--- src/rtl/dl166_pkg.sv ---
// Shared DL166 definitions: FSM state and command encodings, widths, and the
// per-state control decode used by the program controller.
package dl166_pkg;

    localparam int DL166_ADDR_W  = 4;
    localparam int DL166_INSTR_W = 8;

    typedef enum logic [2:0] {
        ST_IDLE = 3'd0,
        ST_LOAD = 3'd1,
        ST_RUN  = 3'd2,
        ST_STEP = 3'd3,
        ST_HALT = 3'd4
    } state_t;

    typedef enum logic [1:0] {
        CMD_HALT = 2'b00,
        CMD_LOAD = 2'b01,
        CMD_RUN  = 2'b10,
        CMD_STEP = 2'b11
    } cmd_t;

    typedef struct packed {
        logic cpu_reset;
        logic clk_en;
        logic cmd_ready;
        logic wr_ready;
    } ctrl_t;

    // Control outputs registered alongside the state they belong to.
    function automatic ctrl_t state_ctrl(input state_t s);
        ctrl_t c;
        c = '{cpu_reset: 1'b0, clk_en: 1'b1, cmd_ready: 1'b1, wr_ready: 1'b0};
        case (s)
            ST_IDLE: c = '{cpu_reset: 1'b0, clk_en: 1'b1, cmd_ready: 1'b1, wr_ready: 1'b0};
            ST_LOAD: c = '{cpu_reset: 1'b0, clk_en: 1'b1, cmd_ready: 1'b0, wr_ready: 1'b1};
            ST_RUN:  c = '{cpu_reset: 1'b1, clk_en: 1'b1, cmd_ready: 1'b1, wr_ready: 1'b0};
            ST_STEP: c = '{cpu_reset: 1'b1, clk_en: 1'b1, cmd_ready: 1'b0, wr_ready: 1'b0};
            ST_HALT: c = '{cpu_reset: 1'b1, clk_en: 1'b0, cmd_ready: 1'b1, wr_ready: 1'b0};
            default: c = '{cpu_reset: 1'b0, clk_en: 1'b1, cmd_ready: 1'b1, wr_ready: 1'b0};
        endcase
        return c;
    endfunction

    function automatic state_t cmd_target(input cmd_t c);
        state_t s;
        s = ST_HALT;
        case (c)
            CMD_HALT: s = ST_HALT;
            CMD_LOAD: s = ST_LOAD;
            CMD_RUN:  s = ST_RUN;
            CMD_STEP: s = ST_STEP;
            default:  s = ST_HALT;
        endcase
        return s;
    endfunction

endpackage

--- src/rtl/dl166_prog_mem.sv ---
// DL166 instruction store: flop array with synchronous write, asynchronous
// read, and every word cleared to 0x00 (a no-op) by the active-low reset.
module dl166_prog_mem
    import dl166_pkg::*;
#(
    parameter int ADDR_W = DL166_ADDR_W,
    parameter int DATA_W = DL166_INSTR_W
) (
    input  logic              clk,
    input  logic              reset,
    input  logic              wr_en,
    input  logic [ADDR_W-1:0] wr_adr,
    input  logic [DATA_W-1:0] wr_data,
    input  logic [ADDR_W-1:0] rd_adr,
    output logic [DATA_W-1:0] rd_data
);

    logic [DATA_W-1:0] mem [2**ADDR_W];

    always_ff @(posedge clk or negedge reset) begin
        if (!reset) begin
            for (int i = 0; i < 2**ADDR_W; i++) begin
                mem[i] <= '0;
            end
        end else if (wr_en) begin
            mem[wr_adr] <= wr_data;
        end
    end

    assign rd_data = mem[rd_adr];

endmodule

--- src/rtl/dl166_prog_ctrl.sv ---
// DL166 program-memory controller and run sequencer.
// Optional breakpoint comparator enabled by defining DL166_PROG_CTRL_BP_EN.
module dl166_prog_ctrl
    import dl166_pkg::*;
#(
    parameter int DEPTH_LOG2 = DL166_ADDR_W,
    parameter int IWIDTH     = DL166_INSTR_W
) (
    input  logic                  clk,
    input  logic                  reset,
    input  logic [1:0]            cmd,
    input  logic                  cmd_valid,
    output logic                  cmd_ready,
    input  logic [IWIDTH-1:0]     wr_data,
    input  logic                  wr_valid,
    output logic                  wr_ready,
    input  logic [DEPTH_LOG2-1:0] cpu_adr,
    output logic [IWIDTH-1:0]     cpu_dout,
    output logic                  cpu_reset,
    output logic                  cpu_clk_en,
    output logic [2:0]            state,
    output logic                  load_done,
    input  logic [DEPTH_LOG2-1:0] bp_adr,
    output logic                  bp_hit
);

    state_t                state_q;
    state_t                next_state;
    ctrl_t                 ctrl_q;
    logic                  load_done_q;
    logic [DEPTH_LOG2-1:0] wptr;
    cmd_t                  cmd_e;
    logic                  cmd_acc;
    logic                  run_cmd_switch;
    logic                  mem_we;
    logic                  last_beat;
    logic                  bp_match;

    assign cmd_e          = cmd_t'(cmd);
    assign cmd_acc        = cmd_valid && ctrl_q.cmd_ready;
    assign run_cmd_switch = cmd_acc && (cmd_e != CMD_RUN);
    assign mem_we         = wr_valid && ctrl_q.wr_ready;
    assign last_beat      = mem_we && (wptr == {DEPTH_LOG2{1'b1}});

    always_comb begin
        next_state = state_q;
        case (state_q)
            ST_IDLE: if (cmd_acc) next_state = cmd_target(cmd_e);
            ST_LOAD: if (last_beat) next_state = ST_IDLE;
            ST_RUN: begin
                // An explicit command outranks a breakpoint in the same cycle.
                if (run_cmd_switch) begin
                    next_state = cmd_target(cmd_e);
                end else if (bp_match) begin
                    next_state = ST_HALT;
                end
            end
            ST_STEP: next_state = ST_HALT;
            ST_HALT: if (cmd_acc && (cmd_e != CMD_HALT)) next_state = cmd_target(cmd_e);
            default: next_state = ST_IDLE;
        endcase
    end

    always_ff @(posedge clk or negedge reset) begin
        if (!reset) begin
            state_q     <= ST_IDLE;
            ctrl_q      <= state_ctrl(ST_IDLE);
            load_done_q <= 1'b0;
            wptr        <= '0;
        end else begin
            state_q     <= next_state;
            ctrl_q      <= state_ctrl(next_state);
            load_done_q <= (state_q == ST_LOAD) && last_beat;
            if ((next_state == ST_LOAD) && (state_q != ST_LOAD)) begin
                wptr <= '0;
            end else if (mem_we) begin
                wptr <= wptr + 1'b1;
            end
        end
    end

    dl166_prog_mem #(
        .ADDR_W (DEPTH_LOG2),
        .DATA_W (IWIDTH)
    ) u_mem (
        .clk     (clk),
        .reset   (reset),
        .wr_en   (mem_we),
        .wr_adr  (wptr),
        .wr_data (wr_data),
        .rd_adr  (cpu_adr),
        .rd_data (cpu_dout)
    );

`ifdef DL166_PROG_CTRL_BP_EN
    logic bp_hit_q;
    logic first_run_q;

    // Masking the first RUN cycle lets a resume from the breakpoint address proceed.
    assign bp_match = (state_q == ST_RUN) && !first_run_q && (cpu_adr == bp_adr);

    always_ff @(posedge clk or negedge reset) begin
        if (!reset) begin
            bp_hit_q    <= 1'b0;
            first_run_q <= 1'b0;
        end else begin
            first_run_q <= (next_state == ST_RUN) && (state_q != ST_RUN);
            if ((state_q == ST_RUN) && bp_match && !run_cmd_switch) begin
                bp_hit_q <= 1'b1;
            end else if (cmd_acc && ((cmd_e == CMD_RUN) || (cmd_e == CMD_STEP))) begin
                bp_hit_q <= 1'b0;
            end
        end
    end

    assign cpu_clk_en = ctrl_q.clk_en && !bp_match;
    assign bp_hit     = bp_hit_q;
`else
    logic unused_bp_adr;

    assign unused_bp_adr = ^bp_adr;
    assign bp_match      = 1'b0;
    assign cpu_clk_en    = ctrl_q.clk_en;
    assign bp_hit        = 1'b0;
`endif

    assign cmd_ready = ctrl_q.cmd_ready;
    assign wr_ready  = ctrl_q.wr_ready;
    assign cpu_reset = ctrl_q.cpu_reset;
    assign state     = state_q;
    assign load_done = load_done_q;

endmodule

--- config.mk ---
export PLATFORM = sky130hd
export DESIGN_NAME = dl166_prog_ctrl
export DESIGN_NICKNAME = d
export VERILOG_FILES = /design/src/rtl/dl166_pkg.sv /design/src/rtl/dl166_prog_mem.sv /design/src/rtl/dl166_prog_ctrl.sv
export SDC_FILE = /design/constraint.sdc
export NUM_CORES = 1
export LEC_CHECK = 0
export ABC_AREA = 0
export CELL_PAD_IN_SITES_DETAIL_PLACEMENT = 1
export CELL_PAD_IN_SITES_GLOBAL_PLACEMENT = 2
export CORE_ASPECT_RATIO = 0.7
export CORE_UTILIZATION = 34
export CTS_CLUSTER_DIAMETER = 60
export DETAILED_ROUTE_END_ITERATION = 8
export PLACE_DENSITY_LB_ADDON = 0.1
export SLEW_MARGIN = 25
export SYNTH_ARGS = -nofsm -noshare
export SYNTH_HDL_FRONTEND = slang
export SYNTH_SLANG_ARGS = --single-unit
--- constraint.sdc ---
create_clock -name clk -period 4.3 [get_ports clk]
set_clock_uncertainty 0.2 [all_clocks]
set_input_delay 0.645 -clock clk [delete_from_list [all_inputs] [get_ports clk]]
set_output_delay 0.645 -clock clk [all_outputs]
set_load 0.005 [all_outputs]
# --- Yosys cells after proc, flatten, opt, wreduce, memory -nomap -nowiden ---
# Index checks and enable logic that the tools add are counted.
word_totals:
  ff_bits: 140
  latchBits: 0
  ram_bits: 0
  romBits: 0
  inputBits: 22
  out_inout_bits: 17
  memories: 0
op_classes:
  addsub: 1
  n_mul: 0
  n_div: 0
  order_cmp: 3
  eq_ne: 14
  n_shift: 0
  n_mux: 15
  bitwise_logic: 2
  n_reduce_logical: 12
op_table:
  columns: ["op", "n"]
  rows:
  - ["128-bit bitwise mux", 1]
  - ["8-bit binary-select mux with 4-bit select", 1]
  - ["8-bit demux with 4-bit select", 1]
  - ["8-bit two-way mux", 3]
  - ["4-bit one-hot mux with 4 select lines", 1]
  - ["3-bit one-hot mux with 5 select lines", 1]
  - ["3-bit by 2-bit == test with 1-bit output, second input constant", 4]
  - ["3-bit two-way mux", 4]
  - ["3-bit one-hot mux with 4 select lines", 1]
  - ["5-bit >= comparator, second input constant", 2]
  - ["4-bit inverter with 5-bit output", 2]
  - ["1-bit logical AND", 8]
  - ["4-bit two-way mux", 2]
  - ["3-bit by 1-bit == test with 1-bit output, second input constant", 2]
  - ["3-bit == test, second input constant", 2]
  - ["5-bit by 1-bit less-than comparator with 1-bit output, second input constant", 1]
  - ["4-bit by 1-bit adder with 4-bit output, second input constant", 1]
  - ["2-bit == test, second input constant", 2]
  - ["4-bit == test, second input constant", 1]
  - ["2-bit nonzero test", 2]
  - ["3-bit logical NOT", 1]
  - ["3-bit by 1-bit inequality test with 1-bit output, second input constant", 1]
  - ["2-bit by 1-bit == test with 1-bit output, second input constant", 1]
  - ["2-bit logical NOT", 1]
  - ["2-bit inequality test, second input constant", 1]

# --- Depth between registers and ports, before layout ---
# Gate-level depths: netlist of run 1.
logic_depth:
  depth_word: 7
  ltp_mapped: 6
  mapped_depth_nobuf: 5

# --- Modules after synthesis ---
# From an unflattened synthesis of run 1, not the netlist that was laid out.
hier_totals:
  cells_unflattened: 420
  area_unflattened_um2: 6491.2
modules_own_cells:
  columns: ["mod", "instances", "cells_each", "area_per_inst_um2", "seq_area_each_um2"]
  rows:
  - ["dl166_prog_mem", 1, 365, 5870.6, 3203.1]
  - ["dl166_prog_ctrl", 1, 55, 620.6, 302.8]

# --- Worst setup path before layout of run 1 ---
# Ideal clock, no wire load.
synth_path:
  path_type: "input to output"
  start: "input cpu_adr[0]"
  end: "output cpu_dout[5]"
  arrival_time_ns: 1.680
  required_time_ns: 3.455
  path_slack_ns: 1.775
  path_stages: 5
  n_path_buf: 2
  path_cell_list: "buf_6 buf_4 mux4_2 a22oi_1 nand2_1"
synth_via:
  elab_chain_cells: 4
synth_rtl:
  columns: ["item", "line", "text"]
  rows:
  - ["start: declaration", "dl166_prog_ctrl.sv:17", "input logic [DEPTH_LOG2-1:0] cpu_adr,"]
  - ["4-bit inverter with 5-bit output (not written as such)", "dl166_prog_mem.sv:30", "assign rd_data = mem[rd_adr];"]
  - ["8-bit binary-select mux with 4-bit select", "dl166_prog_mem.sv:30", null]
  - ["8-bit two-way mux (not written as such) (2 in series)", "dl166_prog_mem.sv:30", null]
  - ["end: declaration", "dl166_prog_ctrl.sv:18", "output logic [IWIDTH-1:0] cpu_dout,"]
# No other way between the ends. The select of a mux whose other input is x is not followed.

# --- Final worst setup path of run 1 ---
layout_path:
  start: "input cpu_adr[0]"
  end: "output cpu_dout[1]"
# The elaborated chain is that of the path after synthesis.

==> results of run 1 <==
registers in the layout (all words and copies together) (netlist names):
register    count
u_mem.mem     128
wptr            4
state           3
cmd_ready       1
cpu_clk_en      1
cpu_reset       1
load_done       1
wr_ready        1
layer usage:
layer / share of wire / vias up / track usage / wire length, µm
li1: - / 1645 / - / -
met1: 0.51 / 2055 / 0.266 / 8110
met5: 0 / - / 0 / 0
met3: 0.026 / 9 / 0.0422 / 414
met4: 0.0073 / 0 / 0.0511 / 116
met2: 0.46 / 37 / 0.262 / 7280
final timing paths:
kind | depth (start not counted) | start | slack [ns] | to
hold / removal | 1 | reset | 0.09 | u_mem.mem[96]
hold reg to reg | 1 | u_mem.mem[103] | 0.29 | u_mem.mem[103]
max in group asynchronous | 2 | reset | 2.83 | u_mem.mem[57]
min in group clk | 1 | u_mem.mem[103] | 0.29 | u_mem.mem[103]
setup / recovery | 6 | cpu_adr[0] | 0.87 | cpu_dout[1]
setup reg to reg | 3 | wptr[3] | 2.01 | u_mem.mem[53]
synthesized netlist by cell type (2+ instances only):
master | number | area (µm²)
dfrtp_1 | 138 | 3450
mux2_2 | 108 | 1220
mux4_2 | 27 | 608
a22oi_1 | 16 | 120
mux2_4 | 16 | 240
nand2_1 | 14 | 52.6
clkbuf_1 | 9 | 33.8
nor2_2 | 6 | 37.5
a21oi_1 | 5 | 25.0
buf_1 | 5 | 18.8
buf_4 | 5 | 37.5
mux4_1 | 5 | 131
nand2b_1 | 5 | 31.3
nor2_1 | 5 | 18.8
buf_6 | 4 | 45.0
ha_1 | 4 | 50.1
mux2_1 | 4 | 45.0
nand3_1 | 4 | 20.0
nor2_4 | 4 | 45.0
nor3_4 | 4 | 65.1
or3_1 | 4 | 25.0
and2_1 | 3 | 18.8
inv_1 | 3 | 11.3
nand3_4 | 3 | 52.6
nor3_1 | 3 | 15.0
dfstp_2 | 2 | 52.6
nor2b_1 | 2 | 12.5
cell type report:
class / count / area, µm² / share of cell area
sequential: 140 / 3510 / 0.451
multi-input combinational: 256 / 2950 / 0.379
clock buffer: 18 / 429 / 0.0552
timing repair buffer: 42 / 402 / 0.0516
tap: 264 / 330 / 0.0425
clock inverter: 14 / 153 / 0.0196
inverter: 3 / 11.3 / 0.00145
stage by stage:
step                 util  setup WS, ns  instance area [µm²]
detailed placement  0.379         0.789                 7200
floorplan               -          1.78                 6620
global placement    0.379         0.808                 7200
global route        0.410         0.774                 7780
CTS                 0.410         0.791                 7780
finish              0.410         0.869                 7780
report_power, final:
part / leakage (µW) / switching (µW) / internal (µW) / total, µW
Clock: 0.000297 / 569 / 903 / 1470
Sequential: 0.00184 / 308 / 1830 / 2140
Combinational: 0.00133 / 439 / 788 / 1230
logic make-up (layout without fill, tap and decap cells):
family                   Yosys count  in the layout  share of synthesized area
buffers and inverters             28             77                     0.0259
flip-flops                       140            140                      0.529
multiplexers                     160            160                      0.338
XOR/XNOR                           2              2                    0.00264
adder cells (fa/ha/maj)            4              4                    0.00756
AND/OR/NAND/NOR                   61             61                     0.0648
AO/OA/AOI/OAI                     28             28                     0.0310
other                              1              1                   0.000566
critical path, delay by kind of cell:
family / cells / cell delay, ns
buf+inv: 3 / 0.97
mux: 1 / 0.56
compound gates: 1 / 0.30
simple gates: 1 / 0.10
==> reports/results.ini, run 1 <==
[outcome]
status = completed

[floorplan]
ioPinCount = 39
row_count = 42
initial_utilization = 0.349
core-area_um2 = 19000
dieArea_um2 = 20100
die_h_um = 119
dieWidth_um = 169

[sta]
rsz0062_at_grt = false
hold_violations = 0
relSlewSlack = 0.391
finalCriticalPeriod_ns = 3.43
max_freq_mhz = 291
max_slew.worst_pin.slew_ns = 0.913
slew_violations = 0
setup_viol = 0
setup_tns_ns = 0
finalCritPeriodShare = 0.798
hold_slack_ns = 0.0905

[clocking]
htree_levels = 4
clkSinkCount = 140
numCtsBuffers = 17
clockRootBuffer = clkbuf_16
clk_latency_ns = 0.42
hold_buffers = 0
cts_resized = 0
tritoncts = done
cts_setup_buffers = 0
clockBufferDepth = 2
cts.reportedPaths.clkPinSlew_ns = 0.06

[final_layout]
nets = 486
final_common_cell = dfrtp_1
drive_above_1_share = 0.461
diodes = 0
fillerInstances = 1899
mostFrequentLayoutCells = 138 x dfrtp_1, 108 x mux2_2, 30 x clkdlybuf4s50_1
syn_to_final_growth_pct = 17.4
final_cells = 737

[critical_path]
crit_path_start_kind = input pin
critPathKind = in2out
cp.required_ns = 3.45
cp_data_arrival_time_ns = 2.59
worstPathCellList = buf_2 -> buf_4 -> mux4_1 -> a22oi_1 -> nand2_1 -> clkdlybuf4s50_1
crit_slowest_cell = mux4_1
critPathCaptureType = output pin
crit_fanout = 8
critPathMaxStageDelay_ns = 0.56

[synthesis]
synth-seq-cells = 140
synthesis.area_um2 = 6620
synth-edff-count = 0
synthArstFlopShare = 1.00
syn_nets = 450
synth-seq-area-share = 0.529
syn_avg_cell_area_um2 = 15.6
ys_types = 43
synth-main-ff-cell = dfrtp_1
synth.yosys.warnings = 0
netlist_instances = 424

[grt]
grt_pass1_wl_mm = 26.3
grt_max_degree = 95
grt.overflow.total = 0
grt_pass1_vias = 4241
antenna_found_initial = 0
grt_util_all_layers = 0.180

[drt]
vias = 3746
avgRoutedWirePerCell_um = 21.6
antenna_left = 0
dr.first_iter.drc_count = 198
viasPerCell = 5.08
dr.pass1.iters = 4
drc = 0
wirelength_mm = 15.9

[pwr]
peakVddDrop_mv = 0.273
p_leak_uw = 0.00347
p_total_uw = 4840
power.density_nw_per_um2 = 622

[job]
max_cap_violations = 0

[place]
gp_congestion = 0.728
dpl.cell_count = 705
io_buffer_count = 33
dp_hpwl_mm = 10.6

[worst_hold_path]
hp-class = in2async

No activity file was read; power rests on OpenSTA's default activity.
==> run 2, diff against run 1 <==
==> constraint.sdc (replaced) <==
create_clock -name clk -period 3 [get_ports clk]
set_clock_uncertainty 0.2 [all_clocks]
set_input_delay 0.45 -clock clk [delete_from_list [all_inputs] [get_ports clk]]
set_output_delay 0.45 -clock clk [all_outputs]
set_load 0.005 [all_outputs]
==> reports/results.ini, run 2 (same netlist as run 1, synthesis figures left out) <==
[pwr]
switchingPower_uw = 1930  ; +46%
intPower_uw = 5340  ; +52%
seqPwrFrac = 0.422  ; -0.020
power.density_nw_per_um2 = 900  ; +45%
combinationalPowerShare = 0.251  ; -0.003
swShare = 0.265  ; -0.00692
power_frac_clock = 0.327  ; +0.023
p_leak_uw = 0.00363  ; +4.6%
peakVddDrop_mv = 0.372  ; +36%

[final_layout]
largest_reg_flops = 128  ; unchanged
regMostFlops = u_mem.mem
mostFrequentLayoutCells = 138 x dfrtp_1, 108 x mux2_2, 30 x clkdlybuf4s50_1
final_common_cell = dfrtp_1
nets = 507  ; +4.3%
drive_above_1_share = 0.486  ; +0.0249
syn_to_final_growth_pct = 21.9
diodes = 0  ; unchanged
final_util = 0.426  ; +0.0158
fin_area_um2 = 8080  ; +3.8%

[grt]
grt.overflow.total = 0  ; unchanged
grt_pass1_wl_mm = 26.4  ; +0.55%
grt_max_degree = 60  ; -37%
grt_pass1_vias = 4266  ; +0.59%
grt_util_all_layers = 0.183  ; +0.00237
antenna_found_initial = 0  ; unchanged

[drt]
avgRoutedWirePerCell_um = 22.0  ; +1.8%
viasPerCell = 5.11  ; +0.50%
drc = 0  ; unchanged
dr.pass1.iters = 4  ; unchanged
vias = 3872  ; +3.4%
dr.first_iter.drc_count = 183  ; -7.6%
wirelength_mm = 16.7  ; +4.7%
antenna_left = 0  ; unchanged

[critical_path]
worst-r2r-setup-slack_ns = 0.93  ; -1.08 ns
worstPathCellList = clkdlybuf4s50_1 -> nor2_2 -> a22oi_1 -> nand2_1 -> clkdlybuf4s50_1
crit_family = buffers and inverters
crit_fanout = 8  ; unchanged
cp_common_cell = clkdlybuf4s50_1
cp.depth = 5  ; -1
cp_data_arrival_time_ns = 2.26  ; -0.33 ns
reg2reg_depth = 6  ; +3
crit_end = cpu_dout[6]
regToRegStartpoint = wptr[0]
crit_path_start_kind = input pin
cp.required_ns = 2.35  ; -1.10 ns
r2r_end = u_mem.mem[107]
worstPathBufferInverterCount = 2  ; -1
critPathMaxStageDelay_ns = 0.51  ; -0.05 ns
critPathCaptureType = output pin
critPathKind = in2out
startpoint = cpu_adr[2]
crit_slowest_cell = clkdlybuf4s50_1

[worst_hold_path]
hp-class = reg2reg
whs_path_depth = 1

[sta]
finalCriticalPeriod_ns = 2.91
max_slew.worst_pin.slew_ns = 0.742  ; -0.171 ns
rsz0062_at_grt = false
max_freq_mhz = 344
slew_violations = 0  ; unchanged
finalCritPeriodShare = 0.969
hold_violations = 0  ; unchanged
fin_ws_ns = 0.0920  ; -0.777 ns
setup_viol = 0  ; unchanged
relSlewSlack = 0.505  ; +0.113
setup_tns_ns = 0  ; unchanged

[floorplan]
dieArea_um2 = 20100  ; unchanged
die_h_um = 119  ; unchanged
dieWidth_um = 169  ; unchanged
core-area_um2 = 19000  ; unchanged
row_count = 42  ; unchanged
ioPinCount = 39  ; unchanged
initial_utilization = 0.349  ; unchanged

[clocking]
clk_latency_ns = 0.42  ; about the same
cts.reportedPaths.clkPinSlew_ns = 0.05  ; about the same
htree_levels = 4  ; unchanged
numCtsBuffers = 17  ; unchanged
clkSinkCount = 140  ; unchanged
clockBufferDepth = 2  ; unchanged
tritoncts = done
clockRootBuffer = clkbuf_16

[place]
place_area_um2 = 7400  ; +2.8%
dp_hpwl_mm = 11.3  ; +5.8%
io_buffer_count = 33  ; unchanged
pre_cts_ws_ns = -0.148  ; -0.937 ns
gp_congestion = 0.699  ; -4.1%

[job]
max_cap_violations = 0  ; unchanged

[outcome]
status = completed

-- run 2: metrics by stage --
step,power [µW],hold WS (ns),cells
2_1_floorplan,4280,-0.0456,424
3_3_place_gp,4860,0.257,725
3_5_place_dp,4940,0.264,725
4_1_cts,7370,0.286,758
5_1_grt,7670,0.310,758
6_report,7270,0.284,758
-- run 2: layer usage --
metal  routed length (µm)  GRT usage  up-vias
met2                 7850      0.278       46
met4                  266     0.0580        0
met5                    0          0        -
met1                 8110      0.258     2107
li1                     -          -     1699
met3                  446     0.0409       20
-- run 2: what timing repair did --
item                                    in CTS  in global routing
endpoints found under the hold margin       52                  0
endpoints found under the setup margin       8                  0
buffers inserted                             0                  0
gates resized for setup                      1                  0
hold buffers                                 1                  0
-- run 2: final cells by class --
class                   count  area, µm²
inverters                   3       11.3
repair buffers             63        612
flip-flops and latches    140       3510
fillers                  1875      10900
multi-input cells         256       2950
clock buffers              21        480
well taps                 264        330
clock inverters            11        188
-- run 2: power groups by stage --
stage / sequential (µW) / clock (µW) / combinational [µW]
after CTS: 3070 / 2440 / 1860
final: 3060 / 2380 / 1830
after global routing: 3170 / 2510 / 1990
after global placement: 3060 / 0 / 1800
after floorplan: 2910 / 0 / 1370
after detailed placement: 3090 / 0 / 1850
-- run 2: worst min-delay path by stage --
stage / from / to / slack, ns
2_1_floorplan: reset / cpu_reset / -0.05
3_3_place_gp: reset / u_mem.mem[104] / 0.26
3_5_place_dp: reset / u_mem.mem[104] / 0.26
4_1_cts: u_mem.mem[103] / u_mem.mem[103] / 0.29
5_1_grt: u_mem.mem[103] / u_mem.mem[103] / 0.31
6_report: u_mem.mem[103] / u_mem.mem[103] / 0.28
